--- config.mk ---
export PLATFORM = sky130hd
export DESIGN_NAME = seg_sniffer
export DESIGN_NICKNAME = d
export VERILOG_FILES = /design/src/rtl/seg_sniffer.sv
export SDC_FILE = /design/constraint.sdc
export NUM_CORES = 1
export LEC_CHECK = 0
export ABC_AREA = 0
export BUFFER_PORTS_ARGS = -buffer_cell sky130_fd_sc_hd__buf_2
export CORE_MARGIN = 2
export CORE_UTILIZATION = 30
export DETAILED_ROUTE_END_ITERATION = 10
export PLACE_DENSITY_LB_ADDON = 0.3
export SETUP_SLACK_MARGIN = 0.2
export SYNTH_ARGS = -nofsm -noshare
export SYNTH_HDL_FRONTEND = slang
export SYNTH_SLANG_ARGS = --single-unit
--- constraint.sdc ---
create_clock -name clk -period 2.6 [get_ports clk]
set_input_delay 0.52 -clock clk [delete_from_list [all_inputs] [get_ports clk]]
set_output_delay 0.52 -clock clk [all_outputs]
set_load 0.01 [all_outputs]
--- src/rtl/seg_sniffer.sv ---
// Passive sniffer for a multiplexed active-low 7-segment display: it rebuilds the shown digits into a frame.
// Optional saturating invalid-pattern counter is enabled with `define SEG_SNIFFER_ERRCNT_EN.
module seg_sniffer #(
  parameter int NDIG       = 8,
  parameter int STABLE_CYC = 4
) (
  input  logic              clk,
  input  logic              rst_n,
  input  logic [NDIG-1:0]   an,
  input  logic [6:0]        seg,
  output logic [4*NDIG-1:0] digits,
  output logic [NDIG-1:0]   blank,
  output logic [NDIG-1:0]   err,
  output logic              frame_valid,
  output logic [7:0]        err_cnt
);

  localparam int IDXW = (NDIG > 1) ? $clog2(NDIG) : 1;
  localparam int ZCW  = $clog2(NDIG + 1);
  localparam logic [7:0] STABLE_LIM = 8'(STABLE_CYC);

  typedef enum logic [1:0] {IDLE, SETTLE, LATCHED} state_e;

  state_e              state_q, state_d;
  logic [7:0]          cnt_q, cnt_d;
  logic [NDIG-1:0]     an_rec_q, an_rec_d;
  logic [6:0]          seg_rec_q, seg_rec_d;
  logic [NDIG-1:0]     mask_q, mask_d;
  logic [4*NDIG-1:0]   shadow_nib_q, shadow_nib_d;
  logic [NDIG-1:0]     shadow_blank_q, shadow_blank_d;
  logic [NDIG-1:0]     shadow_err_q, shadow_err_d;
  logic [4*NDIG-1:0]   digits_q, digits_d;
  logic [NDIG-1:0]     blank_q, blank_d;
  logic [NDIG-1:0]     err_q, err_d;
  logic                fv_q, fv_d;

  logic [3:0]          dec_nib;
  logic                dec_blank;
  logic                dec_err;
  logic [ZCW-1:0]      an_zeros;
  logic [IDXW-1:0]     sel_idx;
  logic                an_valid;
  logic                changed;
  logic                start;
  logic                capture;

  always_comb begin
    dec_nib   = 4'h0;
    dec_blank = 1'b0;
    dec_err   = 1'b0;
    unique case (seg)
      7'h40: dec_nib = 4'h0;
      7'h79: dec_nib = 4'h1;
      7'h24: dec_nib = 4'h2;
      7'h30: dec_nib = 4'h3;
      7'h19: dec_nib = 4'h4;
      7'h12: dec_nib = 4'h5;
      7'h02: dec_nib = 4'h6;
      7'h78: dec_nib = 4'h7;
      7'h00: dec_nib = 4'h8;
      7'h10: dec_nib = 4'h9;
      7'h08: dec_nib = 4'hA;
      7'h03: dec_nib = 4'hB;
      7'h46: dec_nib = 4'hC;
      7'h21: dec_nib = 4'hD;
      7'h06: dec_nib = 4'hE;
      7'h0E: dec_nib = 4'hF;
      7'h7F: dec_blank = 1'b1;
      default: dec_err = 1'b1;
    endcase
  end

  // A digit select is only usable when exactly one anode line is driven low.
  always_comb begin
    an_zeros = '0;
    sel_idx  = '0;
    for (int i = 0; i < NDIG; i++) begin
      if (!an[i]) begin
        an_zeros = an_zeros + ZCW'(1);
        sel_idx  = IDXW'(i);
      end
    end
  end

  assign an_valid = (an_zeros == ZCW'(1));
  assign changed  = (an != an_rec_q) || (seg != seg_rec_q);

  always_comb begin
    state_d   = state_q;
    cnt_d     = cnt_q;
    an_rec_d  = an_rec_q;
    seg_rec_d = seg_rec_q;
    start     = 1'b0;
    capture   = 1'b0;
    unique case (state_q)
      IDLE: begin
        if (an_valid) start = 1'b1;
      end
      SETTLE: begin
        if (changed) begin
          if (an_valid) begin
            start = 1'b1;
          end else begin
            state_d = IDLE;
            cnt_d   = 8'd0;
          end
        end else begin
          cnt_d = cnt_q + 8'd1;
          if (cnt_d == STABLE_LIM) begin
            capture = 1'b1;
            state_d = LATCHED;
          end
        end
      end
      LATCHED: begin
        if (changed) begin
          if (an_valid) begin
            start = 1'b1;
          end else begin
            state_d = IDLE;
            cnt_d   = 8'd0;
          end
        end
      end
      default: begin
        state_d = IDLE;
        cnt_d   = 8'd0;
      end
    endcase
    // The first stable cycle already counts, so a one-cycle threshold captures on entry.
    if (start) begin
      cnt_d     = 8'd1;
      an_rec_d  = an;
      seg_rec_d = seg;
      if (STABLE_LIM == 8'd1) begin
        capture = 1'b1;
        state_d = LATCHED;
      end else begin
        state_d = SETTLE;
      end
    end
  end

  always_comb begin
    shadow_nib_d   = shadow_nib_q;
    shadow_blank_d = shadow_blank_q;
    shadow_err_d   = shadow_err_q;
    mask_d         = mask_q;
    digits_d       = digits_q;
    blank_d        = blank_q;
    err_d          = err_q;
    fv_d           = 1'b0;
    if (capture) begin
      shadow_nib_d[{sel_idx, 2'b00} +: 4] = dec_nib;
      shadow_blank_d[sel_idx]             = dec_blank;
      shadow_err_d[sel_idx]               = dec_err;
      mask_d[sel_idx]                     = 1'b1;
      if (&mask_d) begin
        digits_d = shadow_nib_d;
        blank_d  = shadow_blank_d;
        err_d    = shadow_err_d;
        fv_d     = 1'b1;
        mask_d   = '0;
      end
    end
  end

  always_ff @(posedge clk or negedge rst_n) begin
    if (!rst_n) begin
      state_q        <= IDLE;
      cnt_q          <= 8'd0;
      an_rec_q       <= '1;
      seg_rec_q      <= 7'h7F;
      mask_q         <= '0;
      shadow_nib_q   <= '0;
      shadow_blank_q <= '0;
      shadow_err_q   <= '0;
      digits_q       <= '0;
      blank_q        <= '0;
      err_q          <= '0;
      fv_q           <= 1'b0;
    end else begin
      state_q        <= state_d;
      cnt_q          <= cnt_d;
      an_rec_q       <= an_rec_d;
      seg_rec_q      <= seg_rec_d;
      mask_q         <= mask_d;
      shadow_nib_q   <= shadow_nib_d;
      shadow_blank_q <= shadow_blank_d;
      shadow_err_q   <= shadow_err_d;
      digits_q       <= digits_d;
      blank_q        <= blank_d;
      err_q          <= err_d;
      fv_q           <= fv_d;
    end
  end

  assign digits      = digits_q;
  assign blank       = blank_q;
  assign err         = err_q;
  assign frame_valid = fv_q;

`ifdef SEG_SNIFFER_ERRCNT_EN
  logic [7:0] err_cnt_q, err_cnt_d;

  always_comb begin
    err_cnt_d = err_cnt_q;
    if (capture && dec_err && (err_cnt_q != 8'hFF)) err_cnt_d = err_cnt_q + 8'd1;
  end

  always_ff @(posedge clk or negedge rst_n) begin
    if (!rst_n) err_cnt_q <= 8'd0;
    else        err_cnt_q <= err_cnt_d;
  end

  assign err_cnt = err_cnt_q;
`else
  assign err_cnt = 8'h00;
`endif

endmodule
### Word-level counts from Yosys, hierarchy flattened

Cells that the tools add are included.

| word-level totals | value |
|---|---|
| bits in registers | 130 |
| input bits | 17 |
| output and inout bits | 57 |
| logic and storage cells | 104 |

| cells by class | value |
|---|---|
| $add $sub $neg | 9 |
| $lt $le $gt $ge | 2 |
| equality and inequality tests | 25 |
| shifts and indexed selects | 2 |
| mux-type cells | 43 |
| bitwise operators | 1 |
| reductions and logical operators | 10 |

Operator list:

| cell | number |
|---|---|
| 4-bit case mux with 15 select lines | 1 |
| 8-bit two-way mux | 5 |
| 7-bit == test, second input constant | 5 |
| 32-bit bitwise mux | 1 |
| 4-bit by 7-bit variable shift with 32-bit output, first input constant | 1 |
| 4-bit by 7-bit indexed part select with 32-bit output | 1 |
| 4-bit by 1-bit adder with 4-bit output, second input constant | 7 |
| 4-bit two-way mux | 7 |
| 8-bit case mux with 3 select lines | 1 |
| 7-bit by 5-bit == test with 1-bit output, second input constant | 3 |
| 7-bit by 6-bit == test with 1-bit output, second input constant | 3 |
| 3-bit two-way mux | 6 |
| 17-bit OR reduction | 1 |
| 8-bit bitwise mux | 2 |
| 7-bit by 2-bit == test with 1-bit output, second input constant | 2 |
| 7-bit by 4-bit == test with 1-bit output, second input constant | 2 |
| 1-bit two-way mux | 12 |
| 2-bit two-way mux | 5 |
| 9-bit AND reduction | 1 |
| 8-bit by 1-bit adder with 8-bit output, second input constant | 1 |
| 8-bit by 3-bit == test with 1-bit output, second input constant | 1 |
| 8-bit inequality test | 1 |
| 8-bit OR | 1 |
| 8-bit AND reduction | 1 |
| other kinds (21) | 21 |

### Longest topological paths before layout

| depth | value |
|---|---|
| depth in word-level cells | 21 |
| gate-level depth with buffers | 24 |

### Worst setup path before layout

Ideal clock, no wire load.

| timing path | value |
|---|---|
| path type | input -> register |
| from | input an[2] |
| to | register an_rec_q[3] |
| arrival time | 5489 ps |
| data required time | 2518 ps |
| setup slack | -2972 ps |
| cell stages on the path | 23 |
| cells stage by stage | clkbuf_1 -> clkbuf_1 -> mux2i_1 -> ha_1 -> inv_1 -> nor2_1 -> a21o_1 -> ha_1 -> mux2_2 -> ha_1 -> nor2b_1 -> a21o_1 -> ha_1 -> mux2_2 -> ha_1 -> nor2b_1 -> xnor2_1 -> a211o_1 -> or3_4 -> mux2i_4 -> nand3_4 -> buf_6 -> mux2_4 |

| on the way | value |
|---|---|
| cells in the longest elaborated chain, start to end | 15 |
| elaborated cells between the ends (all ways) | 17 |
| classes of those cells | 5 x add/sub; 2 x eq/ne; 9 x mux; 1 x reduce/logical |

RTL lines:

| element | line | source |
|---|---|---|
| start, declared | 9 | `input logic [NDIG-1:0] an,` |
| 4-bit two-way mux | 78 | `if (!an[i]) begin` |
| 4-bit by 1-bit adder with 4-bit output | 79 | `an_zeros = an_zeros + ZCW'(1);` |
| 4-bit two-way mux | 78 |  |
| 4-bit by 1-bit adder with 4-bit output | 79 |  |
| 4-bit two-way mux | 78 |  |
| 4-bit by 1-bit adder with 4-bit output | 79 |  |
| 4-bit two-way mux | 78 |  |
| 4-bit by 1-bit adder with 4-bit output | 79 |  |
| 4-bit two-way mux | 78 |  |
| 4-bit by 1-bit adder with 4-bit output | 79 |  |
| 4-bit two-way mux | 78 |  |
| 4-bit by 1-bit == test with 1-bit output | 85 | `assign an_valid = (an_zeros == ZCW'(1));` |
| 1-bit two-way mux | 97, 101, 117 |  |
| 1-bit two-way mux | 116 | `if (changed) begin` |
| 1-bit case mux with 2 select lines (*) | 95 | `unique case (state_q)` |
| end signal, assigned | 185 | `an_rec_q <= an_rec_d;` |
| end, declared | 26 | `logic [NDIG-1:0] an_rec_q, an_rec_d;` |

Mark *: on every way between the ends. The rest lies on a longest branch, timed or not.
A chain may end at the register's enable or synchronous reset.

### Worst setup path after layout

| timing path | value |
|---|---|
| from | input an[0] |
| to | register seg_rec_q[6] |

| on the way | value |
|---|---|
| cells in the longest elaborated chain, start to end | 19 |
| elaborated cells between the ends (all ways) | 21 |
| classes of those cells | 7 x add/sub; 2 x eq/ne; 11 x mux; 1 x reduce/logical |

RTL lines:

| element | line | source |
|---|---|---|
| 1-bit two-way mux | 78 |  |
| 4-bit by 1-bit adder with 4-bit output | 79 |  |
| 4-bit two-way mux | 78 |  |
| 4-bit by 1-bit adder with 4-bit output | 79 |  |
| 4-bit two-way mux | 78 |  |
| 4-bit by 1-bit adder with 4-bit output | 79 |  |
| 4-bit two-way mux | 78 |  |
| 4-bit by 1-bit adder with 4-bit output | 79 |  |
| [... 3 more ...] | n/a |  |
| 4-bit by 1-bit adder with 4-bit output | 79 |  |
| 4-bit two-way mux | 78 |  |
| 4-bit by 1-bit adder with 4-bit output | 79 |  |
| 4-bit two-way mux | 78 |  |
| 4-bit by 1-bit == test with 1-bit output | 85 |  |
| 1-bit two-way mux | 97, 101, 117 |  |
| 1-bit two-way mux | 116 |  |
| 1-bit case mux with 2 select lines (*) | 95 |  |
| end signal, assigned | 186 | `seg_rec_q <= seg_rec_d;` |
| end, declared | 27 | `logic [6:0] seg_rec_q, seg_rec_d;` |

Marks and branches as above.

==> metrics <==
status complete, but fails checks; failing checks setup timing; share of layout cells above drive strength 1 0.594; RSZ-0062 raised after global routing true; crit-path max cell delay 0.34 ns; Initial Util 0.308; top-area cell type share of the netlist area 0.383; post-synthesis cell type count 79; crit path max fanout 4; Die ar. 0.0264 mm2; Critical Path End Type flop; via count of the first global-routing pass 6054; antenna diode count 0; clock tree from TritonCTS done; synth-to-layout area growth 54.6%; cell count after placement 1160; Final Slew Violations 0; sequential share of power 0.358; hpwl dp 13900 um; Total Wirelength 20600 um; Layout Skew 0.00934 ns; site row count 57; post-layout minimum cycle time 4.57 ns; Synth top cells by count 140 x mux2_2, 115 x dfrtp_1, 37 x nor2_1; drt wl/cell 16.6 um; DR vias 5951; clk sinks 130; Die H 162 um; first-pass GRT wire length 33200 um; Max VDD drop 0.382 mV; Post-synth EDFFs 0; Die Wd 162 um; CTS Hold Bufs 0; CP delay by family, top adder cells; GP Congestion 0.807; MaxCap Viol Count 0; TritonCTS Buffers 17; CP required 2.94 ns; clock slew at reported path FFs 0.05 ns; Leak 5.39 nW; cell-internal power 0.00474 W; PD cells 562 mW/mm2; Setup WS post-layout -1.97 ns; wire length on met3 616 um; clk root buf clkbuf_16; clk buf depth 2; #FFs+latches synth 130; worst relative slew slack 0.623; most area-hungry cell type in the Yosys netlist dfrtp_1; DRT met1 WL 10400 um; H-tree levels 4; core area 0.0245 mm2; initial antenna violation count 0; Net Sw Frac 0.276; met2 WL 9340 um; clock share of power 0.378; Total GRT Usage 0.162; routed vias/inst 4.81; YS warnings 0; part of the power in combinational logic 0.264; crit-path cells buf_8, inv_4, ha_4, xnor2_2, ha_1, inv_2, nor2_4, a21o_1, ha_4, mux2_4, ha_4, nor2b_4, a21o_1, ha_4, mux2_4, ha_4, nor2b_4, xnor2_2, a211o_1, or3_4, mux2i_4, and3_4, mux2_4; worst slew pin tran 0.565 ns; most used cell, CP ha_4; TritonRoute pass-1 iters 7; largest net degree at the start of global routing 60; synth top area cells dfrtp_1 38%, mux2_2 21%, dfstp_2 5.2%; crit start category input pin; P_sw 0.00181 W; Fin. Hold Viols 0; Residual DRC 0; Post-synth top flop dfrtp_1; critical path arrival 4.92 ns; Layout Nets 936; Non-Filler Instances 1238; ys async rst share 1.00; Top Metal Used met4; grt total ovfl 0; setup_tns -49.59 ns; top-count cell post-synth mux2_2; crit share post-route 1.76; First DRT Iteration DRCs 393; Crit-path slowest cell or3_4; Hold Path Class in2async; IO Port Bufs 65; Syn Inst Count 667; Post-Syn Area 0.00752 mm2; syn_area_per_cell 11.3 um2; Finish-stage setup viols 59; ANT nets after route 0; Peak Freq 219 MHz; Clock Latency Late Sink 0.42 ns; register area share after synthesis 0.435; WP buf/inv 3; critical path type in2reg; Ports 74
==> flip-flops by register name, summed over array words and instances (netlist names) <==
name	flops
err	8
shadow_err_q	8
shadow_nib_q	32
mask_q	8
shadow_blank_q	8
frame_valid	1
an_rec_q	8
seg_rec_q	7
cnt_q	8
digits	32
state_q	2
blank	8
==> routing by layer <==
metal / global-route usage / up-vias
met2: 0.251 / 90
li1: - / 2913
met4: 0.0358 / 0
met3: 0.0341 / 18
met5: 0 / -
met1: 0.232 / 2930
==> final timing paths <==
| path | cells after the start | startpoint | endpoint | slack [ns] |
|---|---|---|---|---|
| max reg2reg | 10 | seg_rec_q[3] | blank[7] | -0.04 |
| min | 1 | rst_n | digits[11] | 0.07 |
| max in group asynchronous | 2 | rst_n | an_rec_q[1] | 1.87 |
| max | 23 | an[0] | seg_rec_q[6] | -1.97 |
| min in group clk | 2 | seg[3] | seg_rec_q[3] | 0.42 |
| min reg2reg | 1 | mask_q[0] | mask_q[0] | 0.49 |
==> metrics by stage <==
stage / hold WS [ns] / setup slack [ns] / instance area [um2] / utilization / power, W
2_1_floorplan: 0.224 / -2.37 / 8380 / - / 0.00337
5_1_grt: 0.0965 / -2.11 / 11600 / 0.475 / 0.00686
3_5_place_dp: 0.479 / -2.53 / 9920 / 0.406 / 0.00388
3_3_place_gp: 0.474 / -2.46 / 9920 / 0.406 / 0.00386
6_report: 0.0670 / -1.97 / 11600 / 0.475 / 0.00654
4_1_cts: 0.0798 / -1.93 / 11500 / 0.470 / 0.00657
==> repair_timing <==
| action | in CTS | in global routing |
|---|---|---|
| pin swaps | 27 | 19 |
| setup buffers | 29 | 8 |
| gates resized for setup | 127 | 13 |
| hold endpoints to repair | 0 | 0 |
| endpoints found under the setup margin | 129 | 125 |
| cloned | 8 | 1 |
==> power by group through the flow <==
| stage | registers [W] | clock network, W | logic [W] |
|---|---|---|---|
| after floorplan | 0.00236 | 0 | 0.00102 |
| after global placement | 0.00237 | 0 | 0.00149 |
| after detailed placement | 0.00237 | 0 | 0.00151 |
| after CTS | 0.00234 | 0.00253 | 0.00170 |
| after global routing | 0.00236 | 0.00263 | 0.00188 |
| final | 0.00234 | 0.00248 | 0.00172 |
==> final cells by class <==
class	instances	area, um2
tap	324	405
clock inverter	12	156
fill	2165	12800
clock buffer	20	457
multi-input combinational	475	5000
timing repair buffer	252	2230
sequential	130	3270
inverter	25	111
==> logic make-up after synthesis <==
logic type / count (synthesis) / share of synthesized area
fa+ha+maj: 18 / 0.0299
buf+inv: 69 / 0.0409
flops: 130 / 0.435
other cells: 1 / 0.000499
compound gates: 116 / 0.112
xor+xnor: 30 / 0.0389
simple gates: 149 / 0.110
mux: 154 / 0.233
==> cells in the final DEF (no fill, tap or decap), types with 5 or more instances in the layout <==
cell,Yosys,routed
nand2b_1,5,5
inv_1,25,16
nand2_1,19,14
ha_4,0,8
o21ai_0,19,12
nand4_1,6,6
inv_2,0,5
nor2_1,37,20
o31ai_1,5,5
conb_1,1,8
mux2_2,140,41
nor2_4,0,14
dfrtp_1,115,115
o21ai_2,0,5
mux2i_1,9,9
buf_12,0,15
buf_4,8,138
buf_16,0,8
xor2_1,16,16
xnor2_1,12,10
a21o_1,5,5
o21a_1,5,5
nor2b_1,10,7
a21oi_1,22,20
a31oi_1,6,5
clkbuf_16,0,18
buf_6,1,25
dfstp_2,15,15
nand3_1,8,6
and3_1,11,7
o311ai_4,1,6
buf_2,9,61
ha_1,18,9
nor3_1,15,9
mux2_4,4,103
Note: power is estimated with default switching activity, not from simulation.
